$ cat src/rtl/fluid_tank_emulator.sv
// -----------------------------------------------------------------------------
// fluid_tank_emulator
//
// Register-mapped tank model for hardware-in-the-loop bring-up of the fluid
// level indicator. Software selects FILL / DRAIN / HOLD and a step period; the
// block steps a 0..8 level counter and drives its thermometer code onto the
// eight level-sensor lines. FULL / EMPTY flags raise an interrupt when enabled.
//
// Ports:
//   clk         100 MHz system clock
//   rst_n       asynchronous active-low reset
//   wr_addr     write byte address (bits [1:0] ignored)
//   wr_en       write enable, single-cycle pulse
//   wr_data     write data
//   wr_strb     byte enables for wr_data
//   rd_addr     read byte address (bits [1:0] ignored)
//   rd_en       read enable
//   rd_data     combinational read data, 0 when idle or unmapped
//   sensor_out  registered thermometer code, bit i = (level > i)
//   irq         |(IFR & IER)
//
// Register map:
//   0x00 CTRL  [1:0] STATE (00 HOLD, 01 FILL, 10 DRAIN, 11 -> HOLD)
//              [2] BOUNCE, [4:3] IER {EMPTY, FULL}
//   0x04 RATE  [23:0] step period, one step every RATE+1 clocks
//   0x08 STAT  [3:0] LEVEL, [9:8] IFR {EMPTY, FULL}; W1C on [9:8]
//   0x0C FAULT [7:0] XOR mask on sensor_out (only with FLUID_EMU_FAULT_EN)
//
// Build option: define FLUID_EMU_FAULT_EN to add the FAULT register.
// -----------------------------------------------------------------------------
module fluid_tank_emulator #(
  parameter logic [23:0] RATE_DEFAULT = 24'd9999999
) (
  input  logic        clk,
  input  logic        rst_n,
  input  logic [3:0]  wr_addr,
  input  logic        wr_en,
  input  logic [31:0] wr_data,
  input  logic [3:0]  wr_strb,
  input  logic [3:0]  rd_addr,
  input  logic        rd_en,
  output logic [31:0] rd_data,
  output logic [7:0]  sensor_out,
  output logic        irq
);

  localparam logic [1:0] StHold  = 2'b00;
  localparam logic [1:0] StFill  = 2'b01;
  localparam logic [1:0] StDrain = 2'b10;

  localparam logic [1:0] AddrCtrl  = 2'd0;
  localparam logic [1:0] AddrRate  = 2'd1;
  localparam logic [1:0] AddrStat  = 2'd2;
  localparam logic [1:0] AddrFault = 2'd3;

  // Flag bit positions inside ifr/ier
  localparam int unsigned FlagFull  = 0;
  localparam int unsigned FlagEmpty = 1;

  logic [1:0]  state_q, state_d;
  logic        bounce_q, bounce_d;
  logic [1:0]  ier_q, ier_d;
  logic [1:0]  ifr_q, ifr_d;
  logic [23:0] rate_q, rate_d;
  logic [23:0] div_q, div_d;
  logic [3:0]  level_q, level_d;
  logic [7:0]  sensor_q, sensor_d;
  logic [7:0]  thermo;
  logic [7:0]  fault_mask;

  logic        wr_ctrl, wr_rate, wr_stat;
  logic        ctrl_state_wr, rate_reload;
  logic        tick;
  logic [1:0]  ifr_set, ifr_clr;

  // ---------------------------------------------------------------------------
  // Write decode
  // ---------------------------------------------------------------------------
  always_comb begin
    wr_ctrl       = wr_en && (wr_addr[3:2] == AddrCtrl);
    wr_rate       = wr_en && (wr_addr[3:2] == AddrRate);
    wr_stat       = wr_en && (wr_addr[3:2] == AddrStat);
    // All CTRL fields live in byte 0, so only that strobe matters.
    ctrl_state_wr = wr_ctrl && wr_strb[0];
    // RATE has no storage in byte 3; a write touching only byte 3 is a no-op.
    rate_reload   = wr_rate && (|wr_strb[2:0]);
  end

  always_comb begin
    rate_d = rate_q;
    if (wr_rate) begin
      for (int b = 0; b < 3; b++) begin
        if (wr_strb[b]) begin
          rate_d[8*b +: 8] = wr_data[8*b +: 8];
        end
      end
    end
  end

  // ---------------------------------------------------------------------------
  // Step divider and level FSM
  // ---------------------------------------------------------------------------
  assign tick = (div_q == 24'd0) && (state_q != StHold);

  always_comb begin
    level_d  = level_q;
    state_d  = state_q;
    bounce_d = bounce_q;
    ier_d    = ier_q;
    ifr_set  = 2'b00;

    if (tick) begin
      case (state_q)
        StFill: begin
          if (level_q < 4'd8) begin
            level_d = level_q + 4'd1;
            // Direction changes on the same edge as the step that hits the top.
            if (level_q == 4'd7) begin
              ifr_set[FlagFull] = 1'b1;
              state_d           = bounce_q ? StDrain : StHold;
            end
          end else begin
            // Entered FILL already full: park without a step or a flag.
            state_d = StHold;
          end
        end
        StDrain: begin
          if (level_q > 4'd0) begin
            level_d = level_q - 4'd1;
            if (level_q == 4'd1) begin
              ifr_set[FlagEmpty] = 1'b1;
              state_d            = bounce_q ? StFill : StHold;
            end
          end else begin
            state_d = StHold;
          end
        end
        default: ;
      endcase
    end

    // Software write wins over any automatic transition this cycle.
    if (ctrl_state_wr) begin
      state_d  = (wr_data[1:0] == 2'b11) ? StHold : wr_data[1:0];
      bounce_d = wr_data[2];
      ier_d    = wr_data[4:3];
    end
  end

  always_comb begin
    if (tick || ctrl_state_wr || rate_reload) begin
      // Reload from the post-write RATE so a new period takes effect at once.
      div_d = rate_d;
    end else if (state_q != StHold) begin
      div_d = div_q - 24'd1;
    end else begin
      div_d = div_q;
    end
  end

  // ---------------------------------------------------------------------------
  // Interrupt flags: set wins over a simultaneous W1C clear
  // ---------------------------------------------------------------------------
  assign ifr_clr = (wr_stat && wr_strb[1]) ? wr_data[9:8] : 2'b00;
  assign ifr_d   = (ifr_q & ~ifr_clr) | ifr_set;

  // ---------------------------------------------------------------------------
  // Sensor code
  // ---------------------------------------------------------------------------
  always_comb begin
    thermo = 8'h00;
    for (int i = 0; i < 8; i++) begin
      thermo[i] = (level_q > 4'(i));
    end
  end

`ifdef FLUID_EMU_FAULT_EN
  logic [7:0] fault_q, fault_d;
  logic       wr_fault;

  assign wr_fault   = wr_en && (wr_addr[3:2] == AddrFault);
  assign fault_d    = (wr_fault && wr_strb[0]) ? wr_data[7:0] : fault_q;
  assign fault_mask = fault_q;

  always_ff @(posedge clk or negedge rst_n) begin
    if (!rst_n) begin
      fault_q <= 8'h00;
    end else begin
      fault_q <= fault_d;
    end
  end
`else
  assign fault_mask = 8'h00;
`endif

  assign sensor_d = thermo ^ fault_mask;

  // ---------------------------------------------------------------------------
  // State registers
  // ---------------------------------------------------------------------------
  always_ff @(posedge clk or negedge rst_n) begin
    if (!rst_n) begin
      state_q  <= StHold;
      bounce_q <= 1'b0;
      ier_q    <= 2'b00;
      ifr_q    <= 2'b00;
      rate_q   <= RATE_DEFAULT;
      div_q    <= RATE_DEFAULT;
      level_q  <= 4'd0;
      sensor_q <= 8'h00;
    end else begin
      state_q  <= state_d;
      bounce_q <= bounce_d;
      ier_q    <= ier_d;
      ifr_q    <= ifr_d;
      rate_q   <= rate_d;
      div_q    <= div_d;
      level_q  <= level_d;
      sensor_q <= sensor_d;
    end
  end

  // ---------------------------------------------------------------------------
  // Outputs
  // ---------------------------------------------------------------------------
  assign sensor_out = sensor_q;
  assign irq        = |(ifr_q & ier_q);

  always_comb begin
    rd_data = 32'h0000_0000;
    if (rd_en) begin
      case (rd_addr[3:2])
        AddrCtrl:  rd_data = {27'd0, ier_q, bounce_q, state_q};
        AddrRate:  rd_data = {8'd0, rate_q};
        AddrStat:  rd_data = {22'd0, ifr_q, 4'd0, level_q};
`ifdef FLUID_EMU_FAULT_EN
        AddrFault: rd_data = {24'd0, fault_mask};
`endif
        default:   rd_data = 32'h0000_0000;
      endcase
    end
  end

  // Address LSBs, RATE's top byte and its strobe carry no storage.
  logic unused_bits;
  assign unused_bits = ^{wr_addr[1:0], rd_addr[1:0], wr_data[31:24], wr_strb[3]};

endmodule

$ cat config.mk
export PLATFORM = sky130hd
export DESIGN_NAME = fluid_tank_emulator
export DESIGN_NICKNAME = d
export VERILOG_FILES = /design/src/rtl/fluid_tank_emulator.sv
export SDC_FILE = /design/constraint.sdc
export NUM_CORES = 1
export LEC_CHECK = 0
export CORE_AREA = 2 2 78 87
export CTS_CLUSTER_SIZE = 20
export DETAILED_ROUTE_END_ITERATION = 16
export DIE_AREA = 0 0 80 89
export DONT_BUFFER_PORTS = 1
export HOLD_SLACK_MARGIN = 0.12
export PLACE_DENSITY = 0.74
export SLEW_MARGIN = 0
export SYNTH_ARGS = -nofsm -noshare
export SYNTH_HDL_FRONTEND = slang
export SYNTH_SLANG_ARGS = --single-unit
$ cat constraint.sdc
create_clock -name clk -period 3.1 [get_ports clk]
set_clock_uncertainty 0.2 [all_clocks]
set_input_delay 0.775 -clock clk [delete_from_list [all_inputs] [get_ports clk]]
set_output_delay 0.775 -clock clk [all_outputs]
set_load 0.01 [all_outputs]
==> run metrics, run 1 <==
outcome=finished clean; final number of setup-violating endpoints=0; initial antenna violation count=0; DIE HEIGHT=89 µm; root buffer cell=clkbuf_8; Hold Crit Class=flip-flop to flip-flop; post-route ant nets=0; layout cells sized above 1=29.68%; Synth Flop Type=dfrtp_1; sequential area share after synthesis=46.88%; Logic pwr share=25.0%; most frequent cells in the layout=44 x mux2_2, 39 x dfrtp_1, 28 x dfstp_2; yosys warns=0; max-cap violations=0; internal power=1.838 mW; DR pass1 iterations=4; DR iter-0 viols=96; Layout area overhead=7.128%; Final WS setup=271.8 ps; maximum vdd drop=0.4095 mV; worst reg2reg setup slack=270 ps; ANT cells=0; Mapped Cells=336; Final Non-Filler Cells=427; startpoint type of the worst setup path=flip-flop; Final Hold Fails=0; clk_lat worst skew=340 ps; io pins=89; Hold Path End=ier_q[1]$_DFFE_PN0P_; Data arrival, critical path=2850 ps; CTS tree=yes; Net count, final=395; syn avg cell area=10.87 µm²; sequential power share=51.7%; Hold Crit Depth=2; hold buffer count at CTS=2; commonest non-fill, non-tap cell in the layout=mux2_2; die area=0.007120 mm²; LEAKAGE=1.707 nW; RSZ-0062 raised after global routing=false; Total Routed Length=7.403 mm; Pwr per Cell Area=674.7 mW/mm²; Final Cycle Share=91.23%; post-DP HPWL=5.275 mm; reg-to-reg endpoint=div_q[14]$_DFFE_PN0P_; DR vias=2,470; f_max=0.3536 GHz; htree depth=3; number of enable flip-flop cells after synthesis=0; FF+latch count, synth=67; vias in the first global route=2,568; Worst setup EP type=flip-flop; Avg WL per Cell=17.34 µm; Std-Cell Rows=30; clock sinks=67; Hold Crit Start=ier_q[1]$_DFFE_PN0P_; Clk pwr share=23.3%; actual slew at the worst max-slew pin=861.3 ps; Initial Util=59.31%; first-pass GRT wire length=12.41 mm; global route overflow=0; Inserted Clock Buffers=9; CTS clk-pin slew, worst paths=70 ps; Vias/cell=5.785; postcts setup bufs=0; slew margin rel.=41.97%; Critical Path RT=3120 ps; core area=0.006156 mm²; FF-to-FF path depth=5; Port Buffers=0; crit path kind=flip-flop to flip-flop; Die Span X=80 µm; Final GP Congestion=0.8841; # DRC=0; dpl ws=273.2 ps; Sw Ratio=30.37%; worst r2r src=div_q[18]$_DFFE_PN0P_; min cycle time layout=2828 ps; number of instances in the placed design=409; Yosys cell types=50; post-CTS sizing=0; Critical Path Fanout Max=23; pins over their slew limit=0; CTS Buffer Depth=2; Synth Cell Area=0.003651 mm²; GRT Overall Usage=22.96%; Setup TNS Final=0 ps; Async S/R FF share, synth=100.0%; largest net degree at the start of global routing=68; Sw Pwr=801.5 µW
==> stage by stage <==
step	power [mW]	cell area [µm²]	util [%]	hold WS, ps
floorplan	1.857	3677	-	256.2
global placement	1.978	3714	60.33	280.9
detailed placement	2.012	3714	60.33	280.8
CTS	2.670	3911	63.54	313.2
global route	2.819	3911	63.54	334.6
finish	2.639	3911	63.54	316.1
==> worst max path at each step <==
stage | from | to | slack, ps
final | div_q[18]$_DFFE_PN0P_ | div_q[14]$_DFFE_PN0P_ | 270
after global routing | div_q[18]$_DFFE_PN0P_ | div_q[14]$_DFFE_PN0P_ | 180
after CTS | div_q[18]$_DFFE_PN0P_ | div_q[14]$_DFFE_PN0P_ | 260
after detailed placement | div_q[18]$_DFFE_PN0P_ | div_q[14]$_DFFE_PN0P_ | 270
after global placement | div_q[18]$_DFFE_PN0P_ | div_q[8]$_DFFE_PN0P_ | 290
after floorplan | rd_addr[2] | rd_data[13] | 250
==> kinds of logic after synthesis <==
kind of cell / count (synthesis) / synth area share, %
DFF: 67 / 46.88
AOI/OAI and AO/OA: 32 / 6.135
other: 1 / 0.1027
muxes: 52 / 15.83
and+or+nand+nor: 121 / 18.71
buffers and inverters: 33 / 4.626
xor gates and xnor gates: 25 / 5.997
adders and majority gates: 5 / 1.714
==> registers in the layout (all words and copies together) (netlist names) <==
signal      cells
ier_q           2
level_q         4
div_q          24
ifr_q           2
rate_q         24
bounce_q        1
state_q         2
sensor_out      8
==> cells in the mapped netlist (2+ instances only) <==
cell | number | share of area, %
mux2_2 | 44 | 14
dfrtp_1 | 39 | 27
dfstp_2 | 28 | 20
nand2_1 | 25 | 2.6
and3_1 | 17 | 2.9
xor2_1 | 17 | 4.1
nor3_1 | 13 | 1.8
clkbuf_1 | 12 | 1.2
nor2_1 | 12 | 1.2
o21ai_0 | 12 | 1.6
inv_1 | 10 | 1.0
nand3_1 | 10 | 1.4
buf_4 | 8 | 1.6
nor4_1 | 8 | 1.4
xnor2_1 | 8 | 1.9
mux2i_1 | 6 | 1.6
nor2b_1 | 6 | 1.0
ha_1 | 5 | 1.7
a21oi_1 | 4 | 0.55
and2_1 | 4 | 0.69
nand3b_1 | 4 | 0.82
nand4_1 | 4 | 0.69
nand2b_1 | 3 | 0.51
o211ai_1 | 3 | 0.62
a22oi_1 | 2 | 0.41
buf_6 | 2 | 0.62
mux2_1 | 2 | 0.62
nor3b_1 | 2 | 0.41
o311ai_2 | 2 | 0.89
or2_2 | 2 | 0.34
or3b_2 | 2 | 0.48
or4_4 | 2 | 0.62
==> critical path: stages (launching register included) <==
cell and delay [ps]:
dfrtp_1 400, or4_4 530, or4_4 460, or3_4 460
nand2_4 280, mux2_2 370
==> power by group through the flow <==
stage,logic [mW],clock network [mW],registers [mW]
2_1_floorplan,0.532,0,1.33
3_3_place_gp,0.617,0,1.36
3_5_place_dp,0.639,0,1.37
4_1_cts,0.666,0.641,1.36
5_1_grt,0.742,0.677,1.40
6_report,0.660,0.614,1.36
==> layout make-up <==
cell class,count,area (µm²)
fillers,525,2245
multi-input cells,243,1797
flip-flops and latches,67,1712
clock buffers,16,160.2
repair buffers,11,105.1
well taps,80,100.1
inverters,10,37.54
==> per-layer routing <==
metal	global-route usage, %	routed length [µm]	vias to the layer above
met4	11.71	234	0
li1	-	-	1183
met1	29.83	3262	1187
met3	6.465	456	22
met5	0	0	-
met2	35.38	3450	78
Power figures use the tool's default switching activity.
==> run 2: changes to the inputs <==
--- a/config.mk
+++ b/config.mk
@@ -12,6 +12,7 @@
 export DONT_BUFFER_PORTS = 1
 export HOLD_SLACK_MARGIN = 0.12
 export PLACE_DENSITY = 0.74
+export SETUP_SLACK_MARGIN = 0.1
 export SLEW_MARGIN = 0
 export SYNTH_ARGS = -nofsm -noshare
 export SYNTH_HDL_FRONTEND = slang
==> results of run 2 <==
Same layout as run 1: the final DEF is identical, and so are final timing and power.
